## src/rtl/u_byte_serializer_if.sv

```systemverilog
// u_byte_serializer_if
// Word-in / byte-out stream bundle for the byte serializer.
//   in_valid/in_ready/in_word      : 16-bit word stream, [15:8] low byte, [7:0] high byte
//   out_valid/out_ready/out_byte   : byte stream
//   out_last                       : marks the second byte of a word
//   out_parity                     : XOR of out_byte (only with U_SER_PARITY_EN)
// Modports: master = word producer / byte consumer side, slave = serializer side.
interface u_byte_serializer_if;
  logic        in_valid;
  logic        in_ready;
  logic [15:0] in_word;
  logic        out_valid;
  logic        out_ready;
  logic [7:0]  out_byte;
  logic        out_last;
`ifdef U_SER_PARITY_EN
  logic        out_parity;

  modport master (
    output in_valid, in_word, out_ready,
    input  in_ready, out_valid, out_byte, out_last, out_parity
  );

  modport slave (
    input  in_valid, in_word, out_ready,
    output in_ready, out_valid, out_byte, out_last, out_parity
  );
`else
  modport master (
    output in_valid, in_word, out_ready,
    input  in_ready, out_valid, out_byte, out_last
  );

  modport slave (
    input  in_valid, in_word, out_ready,
    output in_ready, out_valid, out_byte, out_last
  );
`endif
endinterface

```

## src/rtl/u_byte_serializer.sv

```systemverilog
// u_byte_serializer
// Buffers 16-bit words in a DEPTH-entry FIFO and emits them one byte per
// cycle, tagging the second byte of each word with out_last.
// Ports:
//   clk        : rising-edge clock
//   rst_n      : synchronous active-low reset
//   bus        : u_byte_serializer_if.slave (word in, byte out)
//   byte_count : bytes handed off since reset, wraps at 16 bits
//   fifo_level : words held in the FIFO (the word in the hold register is not counted)
// Parameters:
//   DEPTH      : FIFO depth in words, power of two, >= 2
//   LOW_FIRST  : 1 emits in_word[15:8] first, 0 emits in_word[7:0] first
// Optional build macro U_SER_PARITY_EN adds bus.out_parity = ^out_byte.
//
// state | meaning
// IDLE  | hold register empty, waiting for a FIFO word
// BYTE0 | presenting first byte of hold register
// BYTE1 | presenting second byte (out_last=1), pops next word on handoff
module u_byte_serializer #(
  parameter int DEPTH     = 2,
  parameter bit LOW_FIRST = 1'b1
) (
  input  logic                   clk,
  input  logic                   rst_n,
  u_byte_serializer_if.slave     bus,
  output logic [15:0]            byte_count,
  output logic [$clog2(DEPTH):0] fifo_level
);

  localparam int AW = $clog2(DEPTH);
  localparam int LW = AW + 1;

  typedef enum logic [1:0] {IDLE, BYTE0, BYTE1} state_t;

  state_t        state_q, state_d;
  logic [15:0]   mem_q [DEPTH];
  logic [AW-1:0] wr_ptr_q, wr_ptr_d;
  logic [AW-1:0] rd_ptr_q, rd_ptr_d;
  logic [LW-1:0] level_q, level_d;
  logic [15:0]   hold_q, hold_d;
  logic [15:0]   count_q, count_d;

  logic          in_ready_w;
  logic          fifo_empty;
  logic          push;
  logic          pop;
  logic          out_fire;
  logic          out_valid_w;
  logic          out_last_w;
  logic [7:0]    out_byte_w;

  // in_ready depends on the registered level only, never on out_ready.
  assign in_ready_w = (level_q != LW'(DEPTH));
  assign fifo_empty = (level_q == '0);
  assign push       = bus.in_valid && in_ready_w;
  // Pops only see registered FIFO contents, so a word pushed this cycle
  // cannot bypass straight into the hold register.
  assign pop        = !fifo_empty &&
                      ((state_q == IDLE) || ((state_q == BYTE1) && bus.out_ready));
  assign out_fire   = out_valid_w && bus.out_ready;

  // State register and datapath registers
  always_ff @(posedge clk) begin
    if (!rst_n) begin
      state_q  <= IDLE;
      wr_ptr_q <= '0;
      rd_ptr_q <= '0;
      level_q  <= '0;
      hold_q   <= '0;
      count_q  <= '0;
    end else begin
      state_q  <= state_d;
      wr_ptr_q <= wr_ptr_d;
      rd_ptr_q <= rd_ptr_d;
      level_q  <= level_d;
      hold_q   <= hold_d;
      count_q  <= count_d;
    end
  end

  // Storage is not reset; the level register alone defines what is valid.
  always_ff @(posedge clk) begin
    if (rst_n && push) begin
      mem_q[wr_ptr_q] <= bus.in_word;
    end
  end

  // Next-state logic
  always_comb begin
    state_d = state_q;
    case (state_q)
      IDLE:    if (!fifo_empty) state_d = BYTE0;
      BYTE0:   if (bus.out_ready) state_d = BYTE1;
      BYTE1:   if (bus.out_ready) state_d = fifo_empty ? IDLE : BYTE0;
      default: state_d = IDLE;
    endcase
  end

  // FIFO pointers, level, hold register and byte counter
  always_comb begin
    wr_ptr_d = wr_ptr_q;
    rd_ptr_d = rd_ptr_q;
    level_d  = level_q;
    hold_d   = hold_q;
    count_d  = count_q;

    // Pointer width equals log2(DEPTH), so the increment wraps by itself.
    if (push) wr_ptr_d = wr_ptr_q + 1'b1;
    if (pop) begin
      rd_ptr_d = rd_ptr_q + 1'b1;
      hold_d   = mem_q[rd_ptr_q];
    end

    case ({push, pop})
      2'b10:   level_d = level_q + 1'b1;
      2'b01:   level_d = level_q - 1'b1;
      default: level_d = level_q;
    endcase

    if (out_fire) count_d = count_q + 16'd1;
  end

  // Output logic: decoded from registered state and hold register only,
  // so byte and tag stay put while the sink stalls.
  always_comb begin
    out_valid_w = 1'b0;
    out_last_w  = 1'b0;
    out_byte_w  = 8'h00;
    case (state_q)
      BYTE0: begin
        out_valid_w = 1'b1;
        out_byte_w  = LOW_FIRST ? hold_q[15:8] : hold_q[7:0];
      end
      BYTE1: begin
        out_valid_w = 1'b1;
        out_last_w  = 1'b1;
        out_byte_w  = LOW_FIRST ? hold_q[7:0] : hold_q[15:8];
      end
      default: ;
    endcase
  end

  assign bus.in_ready  = in_ready_w;
  assign bus.out_valid = out_valid_w;
  assign bus.out_last  = out_last_w;
  assign bus.out_byte  = out_byte_w;
`ifdef U_SER_PARITY_EN
  assign bus.out_parity = ^out_byte_w;
`endif
  assign byte_count    = count_q;
  assign fifo_level    = level_q;

endmodule
```

## src/flat_wrapper.sv

```systemverilog
// flat-port wrapper written by rule: the top's interface ports become plain ports
module u_byte_serializer_flat 
#(
  parameter int DEPTH     = 2,
  parameter bit LOW_FIRST = 1'b1
)
  (clk, rst_n, byte_count, fifo_level, bus_in_valid, bus_in_word, bus_out_ready, bus_in_ready, bus_out_valid, bus_out_byte, bus_out_last);
  u_byte_serializer_if bus_i ();
  input  logic clk;
  input  logic rst_n;
  output logic [15:0] byte_count;
  output logic [$clog2(DEPTH):0] fifo_level;
  input wire logic [$bits(bus_i.in_valid)-1:0] bus_in_valid;
  input wire logic [$bits(bus_i.in_word)-1:0] bus_in_word;
  input wire logic [$bits(bus_i.out_ready)-1:0] bus_out_ready;
  output wire logic [$bits(bus_i.in_ready)-1:0] bus_in_ready;
  output wire logic [$bits(bus_i.out_valid)-1:0] bus_out_valid;
  output wire logic [$bits(bus_i.out_byte)-1:0] bus_out_byte;
  output wire logic [$bits(bus_i.out_last)-1:0] bus_out_last;
  assign bus_i.in_valid = bus_in_valid;
  assign bus_i.in_word = bus_in_word;
  assign bus_i.out_ready = bus_out_ready;
  assign bus_in_ready = bus_i.in_ready;
  assign bus_out_valid = bus_i.out_valid;
  assign bus_out_byte = bus_i.out_byte;
  assign bus_out_last = bus_i.out_last;
  u_byte_serializer #(.DEPTH(DEPTH), .LOW_FIRST(LOW_FIRST)) u_core (.clk(clk), .rst_n(rst_n), .bus(bus_i), .byte_count(byte_count), .fifo_level(fifo_level));
endmodule
```

## config.mk

```make
export PLATFORM = sky130hd
export DESIGN_NAME = u_byte_serializer_flat
export DESIGN_NICKNAME = d
export VERILOG_FILES = /design/src/rtl/u_byte_serializer_if.sv /design/src/rtl/u_byte_serializer.sv /design/src/flat_wrapper.sv
export SDC_FILE = /design/constraint.sdc
export NUM_CORES = 1
export LEC_CHECK = 0
export CORE_UTILIZATION = 47
export CTS_CLUSTER_DIAMETER = 80
export CTS_CLUSTER_SIZE = 40
export DETAILED_ROUTE_END_ITERATION = 10
export HOLD_SLACK_MARGIN = 0.03
export PLACE_DENSITY_LB_ADDON = 0.12
export SYNTH_ARGS = -nofsm -noshare
export SYNTH_HDL_FRONTEND = slang
export SYNTH_SLANG_ARGS = --single-unit
```

## constraint.sdc

```tcl
create_clock -name clk -period 2.8 [get_ports clk]
set_clock_uncertainty 0.2 [all_clocks]
set_input_delay 0.84 -clock clk [delete_from_list [all_inputs] [get_ports clk]]
set_output_delay 0.84 -clock clk [all_outputs]
set_load 0.03 [all_outputs]
```

## Word level (Yosys, flattened, before mapping)

Memories as Yosys holds them, arrays and structs flattened. A register that Yosys moved wholly into a read port is not among the register bits.
Index checks and enable logic that the tools add are counted.

- Register bits: 22
- Memory bits (writable): 32
- Input bits: 20
- Memories kept: 1

- $add $sub $neg: 5
- Equal/unequal tests: 8
- Muxes and demuxes: 11
- Reductions and logical operators: 13

Memories:

| memory | depth | width | rd ports | clocked after Yosys merged registers in | wr ports | RTL line | source |
|---|---|---|---|---|---|---|---|
| u_core.mem_q | 2 | 16 | 1 | 1 | 1 | u_byte_serializer.sv:36 | `logic [15:0] mem_q [DEPTH];` |

Operators with widths:

| kind | count |
|---|---|
| 16-bit by 1-bit adder with 16-bit output (second input constant) | 1 |
| 8-bit case mux with 2 select lines | 1 |
| 2-bit inequality test (second input constant) | 4 |
| 2-bit two-way mux | 3 |
| 2-bit case mux with 3 select lines | 1 |
| 1-bit logical AND | 5 |
| 1-bit two-way mux | 5 |
| 2-bit by 1-bit == test with 1-bit output (second input constant) | 2 |
| 2-bit == test (second input constant) | 2 |
| 2-bit zero test | 2 |
| 2-bit case mux with 2 select lines | 1 |
| 3-bit AND reduction | 1 |
| 1-bit adder (second input constant) | 2 |
| 2-bit by 1-bit adder with 2-bit output (second input constant) | 1 |
| 1-bit zero test | 2 |
| 2-bit nonzero test | 1 |
| 2-bit OR reduction | 1 |
| 2-bit by 1-bit subtractor with 2-bit output (second input constant) | 1 |
| 1-bit logical OR | 1 |

## Longest topological paths before layout

- Depth in word-level cells: 6
- Mapped depth: 9
- Gate-level depth less buffers: 8

## Least setup slack after synthesis

No wires, ideal clock.

- Path kind: register to register
- Start: register u_core.level_q[0], in the netlist u_core.fifo_level[0]
- End: memory u_core.mem_q[0][0], enable pin
- Setup time: 0.409 ns
- Arrival: 2.266 ns
- Data required time: 2.191 ns
- Slack: -0.076 ns
- Stages on the path, launching flop included: 4
- Buffers on the path: 0
- Path through: dfxtp_1 nand2b_1 nand2_1 nor3_1

- Word-level cells in the longest chain between the ends: 5

Ends and longest elaborated chain:

| element | RTL line | source |
|---|---|---|
| from (decl) | u_byte_serializer.sv:39 | `logic [LW-1:0] level_q, level_d;` |
| from (signal assigned) | u_byte_serializer.sv:75 | `level_q <= level_d;` |
| 2-bit inequality test | u_byte_serializer.sv:53 | `assign in_ready_w = (level_q != LW'(DEPTH));` |
| via bus_in_ready | flat_wrapper.sv:16 | `output wire logic [$bits(bus_i.in_ready)-1:0] bus_in_ready;` |
| 1-bit logical AND | u_byte_serializer.sv:55 | `assign push = bus.in_valid && in_ready_w;` |
| 1-bit logical AND | u_byte_serializer.sv:83 | `if (rst_n && push) begin` |
| 1-bit two-way mux | u_byte_serializer.sv:83 |  |
| 1-bit two-way mux (not written as such) | u_byte_serializer.sv:84 | `mem_q[wr_ptr_q] <= bus.in_word;` |
| to (decl) | u_byte_serializer.sv:36 |  |

The timed path passes the listed nets, and every way through them passes these cells.

## Final worst setup path

- Start: register u_core.state_q[0]
- End: output port bus_out_byte[0]

- Word-level cells in the longest chain between the ends: 2
- Elaborated cells between the ends (all ways): 3
- Classes of those cells: eq/ne: 2; mux: 1

Ends and longest elaborated chain:

| element | RTL line | source |
|---|---|---|
| from (decl) | u_byte_serializer.sv:35 | `state_t state_q, state_d;` |
| from (signal assigned) | u_byte_serializer.sv:72 | `state_q <= state_d;` |
| 2-bit == test or 2-bit by 1-bit == test with 1-bit output (tied branches) | u_byte_serializer.sv:129 | `case (state_q)` |
| 8-bit case mux with 2 select lines * | u_byte_serializer.sv:129 |  |
| to (decl) | flat_wrapper.sv:18 | `output wire logic [$bits(bus_i.out_byte)-1:0] bus_out_byte;` |

Every way passes the cells marked *; elsewhere a longest branch is shown, timed or not.

==> impl_results.md <==
* Status: complete, no violations
* MaxCap Viol Count at 0
* Fin nets at 329
* Vias in the first global route at around 1,900
* Worst-path fanout max at 14
* Die outline area at 6377 sq um
* Core area at 5675 sq um
* Pin count of the biggest net entering global routing at 37
* Final Max Tran Viols at 0
* Crit-path most repeated cell: buf_4
* DIE HEIGHT at roughly 80 um
* Hold Path Depth at 2
* Clock Latency Late Sink at 0.33 ns
* P_sw at 0.9602 mW
* Slew at the pin closest to its max-slew limit at about 0.39 ns
* Fmax at 372.7 MHz
* CTS clk-pin slew, worst paths at 0.07 ns
* Worst setup SP type: flop
* Netlist cell types at 29
* WL final at 5536 um
* CP required at around 1.8 ns
* Max H-tree Level at 3
* Netlist Area Pre-Place at approximately 2800 sq um
* Flop pwr share at 45.6%
* Final worst path period share at 95.82%
* Pwr/cell area at 793.1 nW/um^2
* Register area share after synthesis at between 60% and 70%
* Root Driver: clkbuf_8
* # clock sinks at 70
* Area occupied by multi-input gates at 1066 sq um
* Pleak at 1.228 nW
* Combinational Power Share at between 30% and 40%
* Commonest non-fill, non-tap cell in the layout: clkdlybuf4s50_1
* Crit-path max cell delay at ~0.37 ns
* Setup TNS Final at 0 ns
* Peak supply drop at 0.5016 mV
* Share of cells above drive strength 1 at 13.03%
* Initial core utilization at 50.20%
* CP arrival at 1.64 ns
* Synth top area cells: edfxtp_1 34%, dfxtp_1 27%, mux2i_1 6.3%
* DR iter-0 viols at 87
* Vias at 2,000
* CTS max path bufs at 2
* CTS tree: done
* Sw frac at 33.52%
* Post-CTS Setup Inserts at 0
* Reg area at ~1700 sq um
* Initial antenna violation count at 0
* Worst path cell trace: inv_1, ha_1, buf_4, nor2b_1, buf_4
* Crit Path Class: flop to output pin
* Syn Nets at 275
* Clock power share at 24.0%
* Vias per Instance at around 5.3
* Post-DRT Antenna Nets at 0
* Syn Area/Cell at 11.49 sq um
* RSZ-0062 raised after global routing: false
* Final-report setup violation count at 0
* Placed Area at 3443 sq um
* Global-route wire length before repair at around 8800 um
* CP max stage cell: dfxtp_2
* Final RePlAce weighted congestion at 0.8043
* Post-route cell area at 3612 sq um
* Cell row count at 27
* Internal at around 1.9 mW
* DRC at 0
* Largest area contributor in the netlist: edfxtp_1
* Min-delay worst type: flop to flop
* Io pins at 49
* Yosys top cell area share at 33.73%
* Post-DP HPWL at 3667 um
* CTS Buf Count at 9
* Fillers at 487
* Layout area overhead at 26.79%
* IO Port Bufs at 48
* Ant. Diodes at 0
* Grt ovf at 0
* Most frequent cells in the layout: 39 x clkdlybuf4s50_1, 36 x dfxtp_1, 34 x nor2_1
* Max-slew headroom at 73.90%
* Wire length per cell at around 15 um
* Final Hold Viols at 0
* Gate count after technology mapping at 248
* Global Route Usage Sum at 18.82%
* Ys Warns at 0
* Crit. End Element: output pin
* Pre-antenna DRT Iters at 4
* Minimum clock period at 2.683 ns
* Chip width at about 80 um
* Synth Register Bits at 70
* Worst reg-to-reg path cell count at 7
-- metrics by stage --
| stage | util, % | instances | total power [mW] | setup slack (ns) | hold slack, ns |
|---|---|---|---|---|---|
| floorplan | - | 248 | 1.925 | -0.07588 | 0.2778 |
| global route | 63.65 | 379 | 3.017 | 0.01467 | 0.3226 |
| detailed placement | 60.67 | 363 | 2.202 | 0.08511 | 0.2937 |
| global placement | 60.67 | 363 | 2.176 | 0.1114 | 0.2848 |
| CTS | 63.56 | 379 | 2.886 | 0.008721 | 0.3029 |
| finish | 63.65 | 379 | 2.865 | 0.1171 | 0.3007 |
-- layer usage --
| metal | track usage (%) | wire length [um] | share of wire [%] |
|---|---|---|---|
| met3 | 4.229 | 223 | 4.0 |
| met2 | 30.60 | 2664 | 48 |
| met4 | 8.571 | 88 | 1.6 |
| met1 | 23.79 | 2560 | 46 |
| met5 | 0 | 0 | 0 |
-- cells in the mapped netlist --
| master | instances |
|---|---|
| nor3_1 | 6 |
| and3_1 | 1 |
| dfxtp_1 | 38 |
| or3_1 | 3 |
| nand2_1 | 9 |
| o2bb2ai_1 | 1 |
| nor4_1 | 2 |
| or3_2 | 1 |
| ha_1 | 7 |
| nand4_1 | 7 |
| and4_2 | 1 |
| a22oi_1 | 8 |
| clkbuf_1 | 9 |
| or4_4 | 1 |
| nor2_1 | 35 |
| xnor2_1 | 9 |
| nand2b_1 | 2 |
| mux2i_1 | 18 |
| edfxtp_1 | 32 |
| nand3_1 | 4 |
| clkbuf_2 | 1 |
| o21ai_0 | 5 |
| buf_2 | 3 |
| a211oi_1 | 16 |
| xor2_1 | 6 |
| nand3_2 | 1 |
| nor2b_1 | 8 |
| a21oi_1 | 8 |
| inv_1 | 6 |
-- area by class of cell --
| type | instances | share of cell area, % |
|---|---|---|
| Inverter | 6 | 0.6235 |
| Tap cell | 72 | 2.494 |
| Sequential cell | 70 | 47.73 |
| Multi-Input combinational cell | 159 | 29.51 |
| Clock buffer | 10 | 3.533 |
| Clock inverter | 6 | 1.039 |
| Timing Repair Buffer | 56 | 15.07 |
-- state kept, by name, indices dropped and copies added, names as in the netlist --
register,count
u_core.rd_ptr_q,1
u_core.hold_q,16
u_core.wr_ptr_q,1
u_core.byte_count,16
u_core.mem_q,32
u_core.state_q,2
u_core.fifo_level,2
-- kinds of logic (layout without fill, tap and decap cells) --
kind of cell               after synthesis  count (layout)  synth area share [%]
muxes                                   18              18                 6.324
buffers and inverters                   19              78                 2.679
and+or+nand+nor                         81              81                 13.97
adders and majority gates                7               7                 3.074
DFF                                     70              70                 60.43
AOI/OAI and AO/OA                       38              38                 8.915
xor gates and xnor gates                15              15                 4.611
-- path summary, 6_finish.rpt --
| kind | startpoint | endpoint | slack, ns |
|---|---|---|---|
| worst min-delay path | u_core.hold_q[13] | u_core.hold_q[13] | 0.30 |
| worst max-delay path | u_core.state_q[0] | bus_out_byte[0] | 0.12 |
| worst max register to register | u_core.state_q[0] | u_core.byte_count[13] | 0.51 |
| worst min register to register | u_core.hold_q[13] | u_core.hold_q[13] | 0.30 |
-- power by group through the flow --
stage / Sequential [mW] / Clock [mW] / Combinational [mW]
6_report: 1.31 / 0.687 / 0.871
3_5_place_dp: 1.33 / 0 / 0.876
2_1_floorplan: 1.33 / 0 / 0.591
4_1_cts: 1.30 / 0.705 / 0.877
3_3_place_gp: 1.32 / 0 / 0.856
5_1_grt: 1.32 / 0.748 / 0.949
-- timing repair --
| item | CTS | global route |
|---|---|---|
| resized for setup | 1 | 3 |
| hold buffers | 0 | 0 |
| setup endpoints to repair | 1 | 5 |
| gates cloned | 0 | 0 |
-- critical path, delay by kind of cell (launching register included) --
family                     cells  cell delay [ns]
adders and majority gates      1             0.31
buffers and inverters          3             0.45
DFF                            1             0.37
and+or+nand+nor                1             0.18
Note: power is estimated with default switching activity, not from simulation.
